File: src/rtl/clause_ctrl.sv
// Clause evaluation controller: settles the lit-cell chain, classifies the clause, drives
// the unit implication or conflict report. Define CLAUSE_CTRL_STATS_EN for imp/conf counters.
module clause_ctrl #(
   parameter int SETTLE_CYC = 2,
   parameter int CNT_W      = 16
) (
   input  logic             clk,
   input  logic             rst,
   input  logic             start_i,
   input  logic [1:0]       freelitcnt_i,
   input  logic             clausesat_i,
   input  logic             cclause_i,
   input  logic             conf_ack_i,
   output logic             imp_drv_o,
   output logic             cclause_drv_o,
   output logic             busy_o,
   output logic             done_o,
   output logic [1:0]       result_o,
   output logic             conf_valid_o,
`ifdef CLAUSE_CTRL_STATS_EN
   output logic [CNT_W-1:0] imp_cnt_o,
   output logic [CNT_W-1:0] conf_cnt_o,
`endif
   output logic [2:0]       state_o
);

   // Handshake: start_i is a request sampled only in IDLE (no queueing); conf_valid_o
   // qualifies cclause_i while in CONFL; conf_ack_i closes the report and is ignored elsewhere.

   typedef enum logic [2:0] {
      IDLE   = 3'd0,
      SETTLE = 3'd1,
      DECIDE = 3'd2,
      IMPLY  = 3'd3,
      CONFL  = 3'd4,
      DONE   = 3'd5
   } state_t;

   localparam logic [1:0] RES_UNDEC = 2'd0;
   localparam logic [1:0] RES_UNIT  = 2'd1;
   localparam logic [1:0] RES_SAT   = 2'd2;
   localparam logic [1:0] RES_CONF  = 2'd3;

   state_t     state;
   state_t     state_nxt;
   logic [3:0] settle_cnt;
   logic [1:0] result_q;
   logic [1:0] decide_res;

   // Conflict-clause membership is consumed by the analyser, not by this block.
   logic unused_cclause;
   assign unused_cclause = cclause_i;

   // Encoding 2 of the free count is unused and treated like "two or more".
   always_comb begin
      decide_res = RES_UNDEC;
      if (clausesat_i)
         decide_res = RES_SAT;
      else if (freelitcnt_i == 2'd0)
         decide_res = RES_CONF;
      else if (freelitcnt_i == 2'd1)
         decide_res = RES_UNIT;
   end

   always_ff @(posedge clk or negedge rst) begin
      if (!rst)
         state <= IDLE;
      else
         state <= state_nxt;
   end

   always_comb begin
      state_nxt = state;
      unique case (state)
         IDLE:    if (start_i) state_nxt = SETTLE;
         SETTLE:  if (settle_cnt == 4'd0) state_nxt = DECIDE;
         DECIDE: begin
            unique case (decide_res)
               RES_CONF: state_nxt = CONFL;
               RES_UNIT: state_nxt = IMPLY;
               default:  state_nxt = DONE;
            endcase
         end
         IMPLY:   state_nxt = DONE;
         CONFL:   if (conf_ack_i) state_nxt = DONE;
         DONE:    state_nxt = IDLE;
         default: state_nxt = IDLE;
      endcase
   end

   always_comb begin
      imp_drv_o     = 1'b0;
      cclause_drv_o = 1'b0;
      conf_valid_o  = 1'b0;
      done_o        = 1'b0;
      busy_o        = (state != IDLE);
      unique case (state)
         IMPLY: imp_drv_o = 1'b1;
         CONFL: begin
            cclause_drv_o = 1'b1;
            conf_valid_o  = 1'b1;
         end
         DONE:    done_o = 1'b1;
         default: ;
      endcase
   end

   // Counter is loaded with SETTLE_CYC-1 so SETTLE lasts exactly SETTLE_CYC cycles.
   always_ff @(posedge clk or negedge rst) begin
      if (!rst) begin
         settle_cnt <= 4'd0;
         result_q   <= RES_UNDEC;
      end else begin
         if (state == IDLE && start_i)
            settle_cnt <= 4'(SETTLE_CYC - 1);
         else if (state == SETTLE && settle_cnt != 4'd0)
            settle_cnt <= settle_cnt - 4'd1;
         if (state == DECIDE)
            result_q <= decide_res;
      end
   end

   assign result_o = result_q;
   assign state_o  = state;

`ifdef CLAUSE_CTRL_STATS_EN
   logic [CNT_W-1:0] imp_cnt;
   logic [CNT_W-1:0] conf_cnt;

   always_ff @(posedge clk or negedge rst) begin
      if (!rst) begin
         imp_cnt  <= '0;
         conf_cnt <= '0;
      end else if (state == DECIDE) begin
         if (state_nxt == IMPLY && imp_cnt != '1)
            imp_cnt <= imp_cnt + 1'b1;
         if (state_nxt == CONFL && conf_cnt != '1)
            conf_cnt <= conf_cnt + 1'b1;
      end
   end

   assign imp_cnt_o  = imp_cnt;
   assign conf_cnt_o = conf_cnt;
`else
   logic [CNT_W-1:0] unused_cnt_w;
   assign unused_cnt_w = '0;
`endif

endmodule

File: config.mk
export PLATFORM = sky130hd
export DESIGN_NAME = clause_ctrl
export DESIGN_NICKNAME = d
export VERILOG_FILES = /design/src/rtl/clause_ctrl.sv
export SDC_FILE = /design/constraint.sdc
export NUM_CORES = 1
export LEC_CHECK = 0
export CELL_PAD_IN_SITES_DETAIL_PLACEMENT = 1
export CELL_PAD_IN_SITES_GLOBAL_PLACEMENT = 2
export CORE_UTILIZATION = 27
export CTS_CLUSTER_DIAMETER = 50
export DETAILED_ROUTE_END_ITERATION = 10
export GPL_ROUTABILITY_DRIVEN = 0
export PLACE_DENSITY = 0.81
export SYNTH_ARGS = -nofsm -noshare
export SYNTH_HDL_FRONTEND = slang
export SYNTH_SLANG_ARGS = --single-unit
File: constraint.sdc
create_clock -name clk -period 2.8 [get_ports clk]
set_input_delay 0.56 -clock clk [delete_from_list [all_inputs] [get_ports clk]]
set_output_delay 0.56 -clock clk [all_outputs]
set_load 0.01 [all_outputs]
---- Yosys cells after proc, flatten, opt, wreduce, memory -nomap -nowiden ----
Cells that the tools add are included.
storage, ports and cells
  bits in registers ....................... 9
  output and inout bits ................... 10
  logic and storage cells ................. 37
operators by class
  add/subtract/negate cells ............... 1
  equality and inequality tests ........... 11
  mux-type cells .......................... 13
  reduce and logical (&&, ||, !) cells .... 9
operator list
  kind                                                                    number
  3-bit case mux with 5 select lines                                      1
  3-bit two-way mux                                                       3
  4-bit two-way mux                                                       2
  3-bit by 2-bit equality test with 1-bit output (second input constant)  2
  3-bit equality test (second input constant)                             2
  2-bit != test (second input constant)                                   3
  3-bit case mux with 2 select lines                                      1
  2-bit by 1-bit equality test with 1-bit output (second input constant)  2
  4-bit logical NOT                                                       1
  1-bit two-way mux                                                       4
  2-bit two-way mux                                                       2
  4-bit nonzero test                                                      1
  4-bit by 1-bit subtractor with 4-bit output (second input constant)     1
  3-bit by 1-bit equality test with 1-bit output (second input constant)  1
  3-bit logical NOT                                                       1
  3-bit AND reduction                                                     1
  3-bit nonzero test                                                      1
  2-bit equality test (second input constant)                             1
  1-bit logical AND                                                       2
  2-bit logical NOT                                                       1
  2-bit nonzero test                                                      1

---- Logic depth before layout (Yosys ltp) ----
Gate-level depths: netlist of run 1.
  depth in word-level cells ............... 7
  depth in mapped cells ................... 5
  mapped depth without buffers ............ 5

---- Worst setup path before layout of run 1 ----
Ideal clock, no wire load.
  path type ............................... register -> output
  start ................................... register state[0] (netlist: state_o[0])
  end ..................................... output port conf_valid_o
  arrival ................................. 1.249 ns
  data required time ...................... 2.240 ns
  path slack .............................. 0.991 ns
  cell stages (with the launch flop) ...... 4
  path through ............................ dfrtp_1 > clkbuf_1 > nor3b_1 > buf_4
between the ends
  longest elaborated chain between the ends .. 2
ends and longest elaborated chain
  what                      line  source
  start: declaration        44    state_t state;
  start signal: assignment  69    state <= state_nxt;
  3-bit equality test       -
  1-bit two-way mux         -
  end: declaration          19    output logic conf_valid_o,
Every way passes these cells.

---- Worst setup path after layout of run 1 ----
  start ................................... register state[0] (netlist: state_o[0])
  end ..................................... output port cclause_drv_o
between the ends
  longest elaborated chain between the ends .. 2
ends and longest elaborated chain
  what                 line  source
  3-bit equality test  97    unique case (state)
  1-bit two-way mux    97
  end: declaration     15    output logic cclause_drv_o,
Every way passes these cells.

==> run metrics, run 1 <==
status=complete, no violations; startpoint types=register; crit path DAT=1.73 ns; Tightest Hold Check Type=register to register; RR Endpoint=settle_cnt[0]; final core utilization=40.91%; DRC=0; CP Max Fanout=14; largest net degree at the start of global routing=15; Root Driver=clkbuf_4; setup TNS=0 ns; Pre-antenna DRT Iters=2; routed wire length=1124 um; Seq/Total Area, Yosys=42.76%; fin area=between 700 and 800 sq um; latest clock arrival within the worst-skew pair=0.26 ns; initial core utilization=around 30%; antenna-violating nets left=0; most frequent cells in the layout=16 x clkdlybuf4s50_1, 9 x dfrtp_1, 7 x nand2_1; Pins Over Slew Limit=0; Hold-fix buffers, CTS=0; Hold Fails Final Rpt=0; CTS tree=done; Post-Place Setup Slack=0.7675 ns; Top Ports=18; Register-to-Register Path Depth=5; vias in the first global route=around 430; total gr overflow=0; Ant. Diodes=0; CP endpoint kind=output pin; CTS H-tree depth=1; Fin Clk Skew=slightly below 0.0005 ns; Avg Synthesized Cell Area=around 9.6 sq um; Filler Cell Count=228; CTS buffer count=3; Cell Area, Placed=approximately 700 sq um; setup violators final=0; met2 WL=just under 500 um; drt wl/cell=~12 um; Horiz. Die Dim=around 46 um; Die Area=approximately 2100 sq um; global-route wire length before repair=slightly below 2000 um; layout net count=83; Post-Route M1 WL=between 500 and 600 um; Clock Pin Slew Worst Setup and Hold Paths=0.06 ns; worst setup margin=between 0.5 and 0.6 ns; Tcrit/Tclk final=81.90%; height of the chip=about 46 um; worst path required time=2.24 ns; most common cell after layout, fill and taps aside=clkdlybuf4s50_1; reg-to-reg slack, setup=approximately 1.1 ns; GRT Util Overall=between 10% and 20%; Final min period=between 2 and 2.5 ns; PD cells=about 1100 nW/um^2; IO buf count=16; Yosys reg bits=9; Power Total=around 820 uW; via count=between 400 and 500; CP endpoint=cclause_drv_o; Setup Buffers After CTS=0; max_slew headroom=about 72%; core area=around 1800 sq um; synth warn=0; DPL Wire Length=855.1 um; final hold slack=~0.5 ns; max-cap violation count=0; initial antenna violation count=0; Synth cell types=26; DP Cell Count=93; met3 WL post-DR=approximately 43 um; DR vias/cell=about 4.7; number of gates resized after CTS=0; # rows=15; unrepaired setup endpoints after global routing=false; cell count after synthesis=55; CTS sink cnt=9; final non-filler cell total=between 90 and 100; Syn Nets=between 60 and 70; f_max=about 440 MHz; crit path kind=register to output pin; 1st-iter DRT viols=1; leakage=about 0.31 nW; Peak VDD IR=roughly 0.37 mV; Crit. Startpoint=state_o[0]; synthesized area=roughly 530 sq um; DR top layer=met4; maximum clock path buffer count=2; synthesis-to-layout area growth=38.48%; Slew @ Worst Pin=~0.42 ns; RR Startpoint=settle_cnt[0]; share of layout cells above drive strength 1=9.722%
-- cell families (layout without fill, tap and decap cells) --
logic type	after synthesis	in the layout	share of synthesized area [%]
compound gates	7	7	9.027
fa+ha+maj	2	2	4.750
buf+inv	7	24	5.701
flops	9	9	42.76
mux	5	5	9.739
simple gates	25	25	28.03
-- Yosys cell counts --
cell	n	area (sq um)
a21oi_1	1	5.000
buf_4	1	7.510
clkbuf_1	2	7.510
dfrtp_1	9	225.2
ha_1	2	25.02
inv_1	4	15.01
mux2_1	1	11.26
mux2i_1	4	40.04
nand2_1	7	26.28
nand2b_1	1	6.260
nand3_1	1	5.000
nor2_1	4	15.01
nor3_1	1	5.000
nor3_2	1	10.01
nor3b_1	3	22.52
nor4_1	1	6.260
o211ai_1	1	7.510
o21ai_0	2	10.01
o31ai_1	1	7.510
o32ai_1	1	8.760
o41ai_1	1	8.760
or2_2	1	6.260
or3_1	2	12.51
or3b_2	1	8.760
or4b_1	1	10.01
or4b_4	1	13.76
-- how the worst min path moves through the flow --
stage | slack, ns | from | depth (start not counted) | end
final | 0.51 | settle_cnt[2] | 1 | settle_cnt[2]
after global routing | 0.55 | settle_cnt[2] | 1 | settle_cnt[2]
after CTS | 0.52 | result_o[0] | 2 | result_o[0]
after detailed placement | 0.50 | result_o[0] | 2 | result_o[0]
after global placement | 0.50 | settle_cnt[2] | 1 | settle_cnt[2]
after floorplan | 0.26 | rst | 0 | result_o[0]
-- area by class of cell --
class                   count  area (sq um)  share of cell area, %
repair buffers             16         160.2                  21.96
flip-flops and latches      9         225.2                  30.87
clock buffers               4         26.28                  3.602
well taps                  25         31.28                  4.288
multi-input cells          39         271.5                  37.22
inverters                   4         15.01                  2.058
-- state kept, by name, indices dropped and copies added, names as in the netlist --
register / count
state_o: 3
settle_cnt: 4
result_o: 2
-- layer usage --
| metal | vias up | GRT usage [%] |
|---|---|---|
| met3 | 4 | 3.529 |
| met2 | 13 | 18.59 |
| met1 | 208 | 17.94 |
| met5 | - | 0 |
| li1 | 232 | - |
| met4 | 0 | 10.59 |
-- power breakdown --
group / internal (mW) / switching [mW]
combinational: 0.248 / 0.194
clock: 0.0550 / 0.0464
sequential: 0.195 / 0.0776
total: 0.498 / 0.318
-- worst max-delay path: stages, from the launching register on --
cell and delay (ns):
dfrtp_1 0.50, nor3b_1 0.36, clkdlybuf4s50_1 0.60
Power figures use the tool's default switching activity.
==> run 2: changes to the inputs <==
- CORE_UTILIZATION: 27 -> 25
- PLACE_DENSITY: 0.81 -> 0.76
- clock period: 2.8 -> 2.25 ns (I/O delays scaled with it)
==> run 2 against run 1 <==
Net effect: utilization fell by 3.1 points; non-clock buffer count did not move; clock-buffer cell count fell by 1.
==> run metrics, run 2 (synthesis results as in run 1) <==
status=complete, no violations; initial antenna violation count=0 (unchanged); DRC=0 (unchanged); initial core utilization=26.85% (-2.7 points); startpoint types=register; Register-to-Register Path Depth=5 (unchanged); Die Area=2294 sq um (+7.6%); PD cells=1391 nW/um^2 (+25%); layout net count=83 (unchanged); Peak VDD IR=0.4383 mV (+17%); # rows=16 (+1); GRT Util Overall=12.19% (-1.4 points); DPL Wire Length=918.6 um (+7.4%); total gr overflow=0 (unchanged); Slew @ Worst Pin=0.4208 ns (+0.002238 ns); Top Ports=18 (unchanged); Clock Pin Slew Worst Setup and Hold Paths=0.07 ns (about the same); worst path required time=1.80 ns (-0.44 ns); RR Startpoint=settle_cnt[0]; max-cap violation count=0 (unchanged); Power Total=1.032 mW (+27%); Root Driver=clkbuf_4; most frequent cells in the layout=16 x clkdlybuf4s50_1, 8 x dfrtp_1, 7 x nand2_1; Fin Clk Skew=0.007267 ns (+0.006781 ns); Tightest Hold Check Type=input port to async pin; crit path kind=register to output pin; CP max stage cell=clkdlybuf4s50_1; core area=1962 sq um (+10%); Final min period=between 2 and 2.5 ns; setup violators final=0 (unchanged); CP bufs+invs=1 (unchanged); CP endpoint kind=output pin; 1st-iter DRT viols=6 (+5); leakage=0.3175 nW (+1.3%); Hold-fix buffers, CTS=0 (unchanged); CTS tree=done; crit path DAT=1.65 ns (-0.08 ns); Tcrit/Tclk final=between 90% and 100%; IO buf count=16 (unchanged); share of layout cells above drive strength 1=15.28% (+5.6 points); most flop-heavy register=settle_cnt; CTS buffer count=3 (unchanged); setup TNS=0 ns (unchanged); latest clock arrival within the worst-skew pair=0.26 ns (about the same); Post-Place Setup Slack=0.3254 ns (-0.4421 ns); CTS sink cnt=9 (unchanged); f_max=475.3 MHz; most common cell after layout, fill and taps aside=clkdlybuf4s50_1; Ant. Diodes=0 (unchanged); synthesis-to-layout area growth=40.86%; worst setup margin=0.1461 ns (-0.3606 ns); max incr delay on CP=0.54 ns (-0.06 ns); global-route wire length before repair=1897 um (-2.5%); height of the chip=47.90 um (+3.7%); antenna-violating nets left=0 (unchanged); reg-to-reg slack, setup=0.46 ns (-0.60 ns); max FFs per register=4 (unchanged); worst path cell trace=nand2b_2 -> nor2_1 -> clkdlybuf4s50_1; unrepaired setup endpoints after global routing=false; vias in the first global route=439 (+1.2%); maximum clock path buffer count=2 (unchanged); drt wl/cell=12.06 um (+4.1%); Pins Over Slew Limit=0 (unchanged); Horiz. Die Dim=47.90 um (+3.7%); via count=471 (+3.1%); DR vias/cell=4.758 (+0.98%); Worst path top cell family by delay=buffers and inverters; max_slew headroom=71.86% (-0.15 points); RR Endpoint=settle_cnt[0]; Pre-antenna DRT Iters=4 (+2); largest net degree at the start of global routing=15 (unchanged); routed wire length=1194 um (+6.2%); Hold Fails Final Rpt=0 (unchanged); CTS H-tree depth=1 (unchanged); CP Max Fanout=9 (-5)
run 2: repair_timing:
| item | 4_1_cts | 5_1_grt |
|---|---|---|
| resized for setup | 0 | 3 |
| buffers inserted | 0 | 0 |
| endpoints found under the setup margin | 0 | 4 |
| hold endpoints to repair | 0 | 0 |
run 2: stage by stage:
step / utilization [%] / cells / hold slack [ns] / area (sq um)
finish: 37.82 / 99 / 0.4851 / 742.0
global placement: 35.97 / 95 / 0.4931 / 705.7
CTS: 37.37 / 99 / 0.4999 / 733.2
detailed placement: 35.97 / 95 / 0.4991 / 705.7
global route: 37.82 / 99 / 0.5131 / 742.0
floorplan: - / 55 / 0.1544 / 526.8
run 2: cell type report:
class | instances | area, sq um
Clock buffer | 3 | 22.52
Clock inverter | 1 | 5.005
Fill cell | 243 | 1220
Inverter | 4 | 15.01
Multi-Input combinational cell | 39 | 279.0
Sequential cell | 9 | 226.5
Tap cell | 27 | 33.78
Timing Repair Buffer | 16 | 160.2
run 2: worst reg2reg max path, delay by kind of cell (launching register included):
| kind | cells | cell delay, ns |
|---|---|---|
| AND/OR/NAND/NOR | 2 | 0.62 |
| flip-flops | 1 | 0.39 |
| buffers and inverters | 1 | 0.12 |
| adder cells (fa/ha/maj) | 1 | 0.21 |
| multiplexers | 1 | 0.34 |
run 2: routing by layer:
| metal | vias up | share of wire (%) | track usage, % |
|---|---|---|---|
| met5 | - | 0 | 0 |
| met4 | 0 | 2.2 | 5.000 |
| met3 | 4 | 2.8 | 3.396 |
| met2 | 16 | 46 | 18.92 |
| met1 | 222 | 49 | 15.87 |
| li1 | 229 | - | - |
run 2: worst max path at each step:
stage	slack [ns]	end	depth (start not counted)	from
after detailed placement	0.33	conf_valid_o	2	state_o[0]
after floorplan	0.55	conf_valid_o	3	state_o[0]
after global placement	0.33	conf_valid_o	2	state_o[0]
after CTS	0.02	conf_valid_o	2	state_o[0]
final	0.15	imp_drv_o	3	state_o[2]
after global routing	0.03	imp_drv_o	3	state_o[2]
run 2: power breakdown:
group,internal [mW],switching (mW)
combinational,0.312,0.244
sequential,0.244,0.106
clock,0.0656,0.0597
total,0.622,0.410
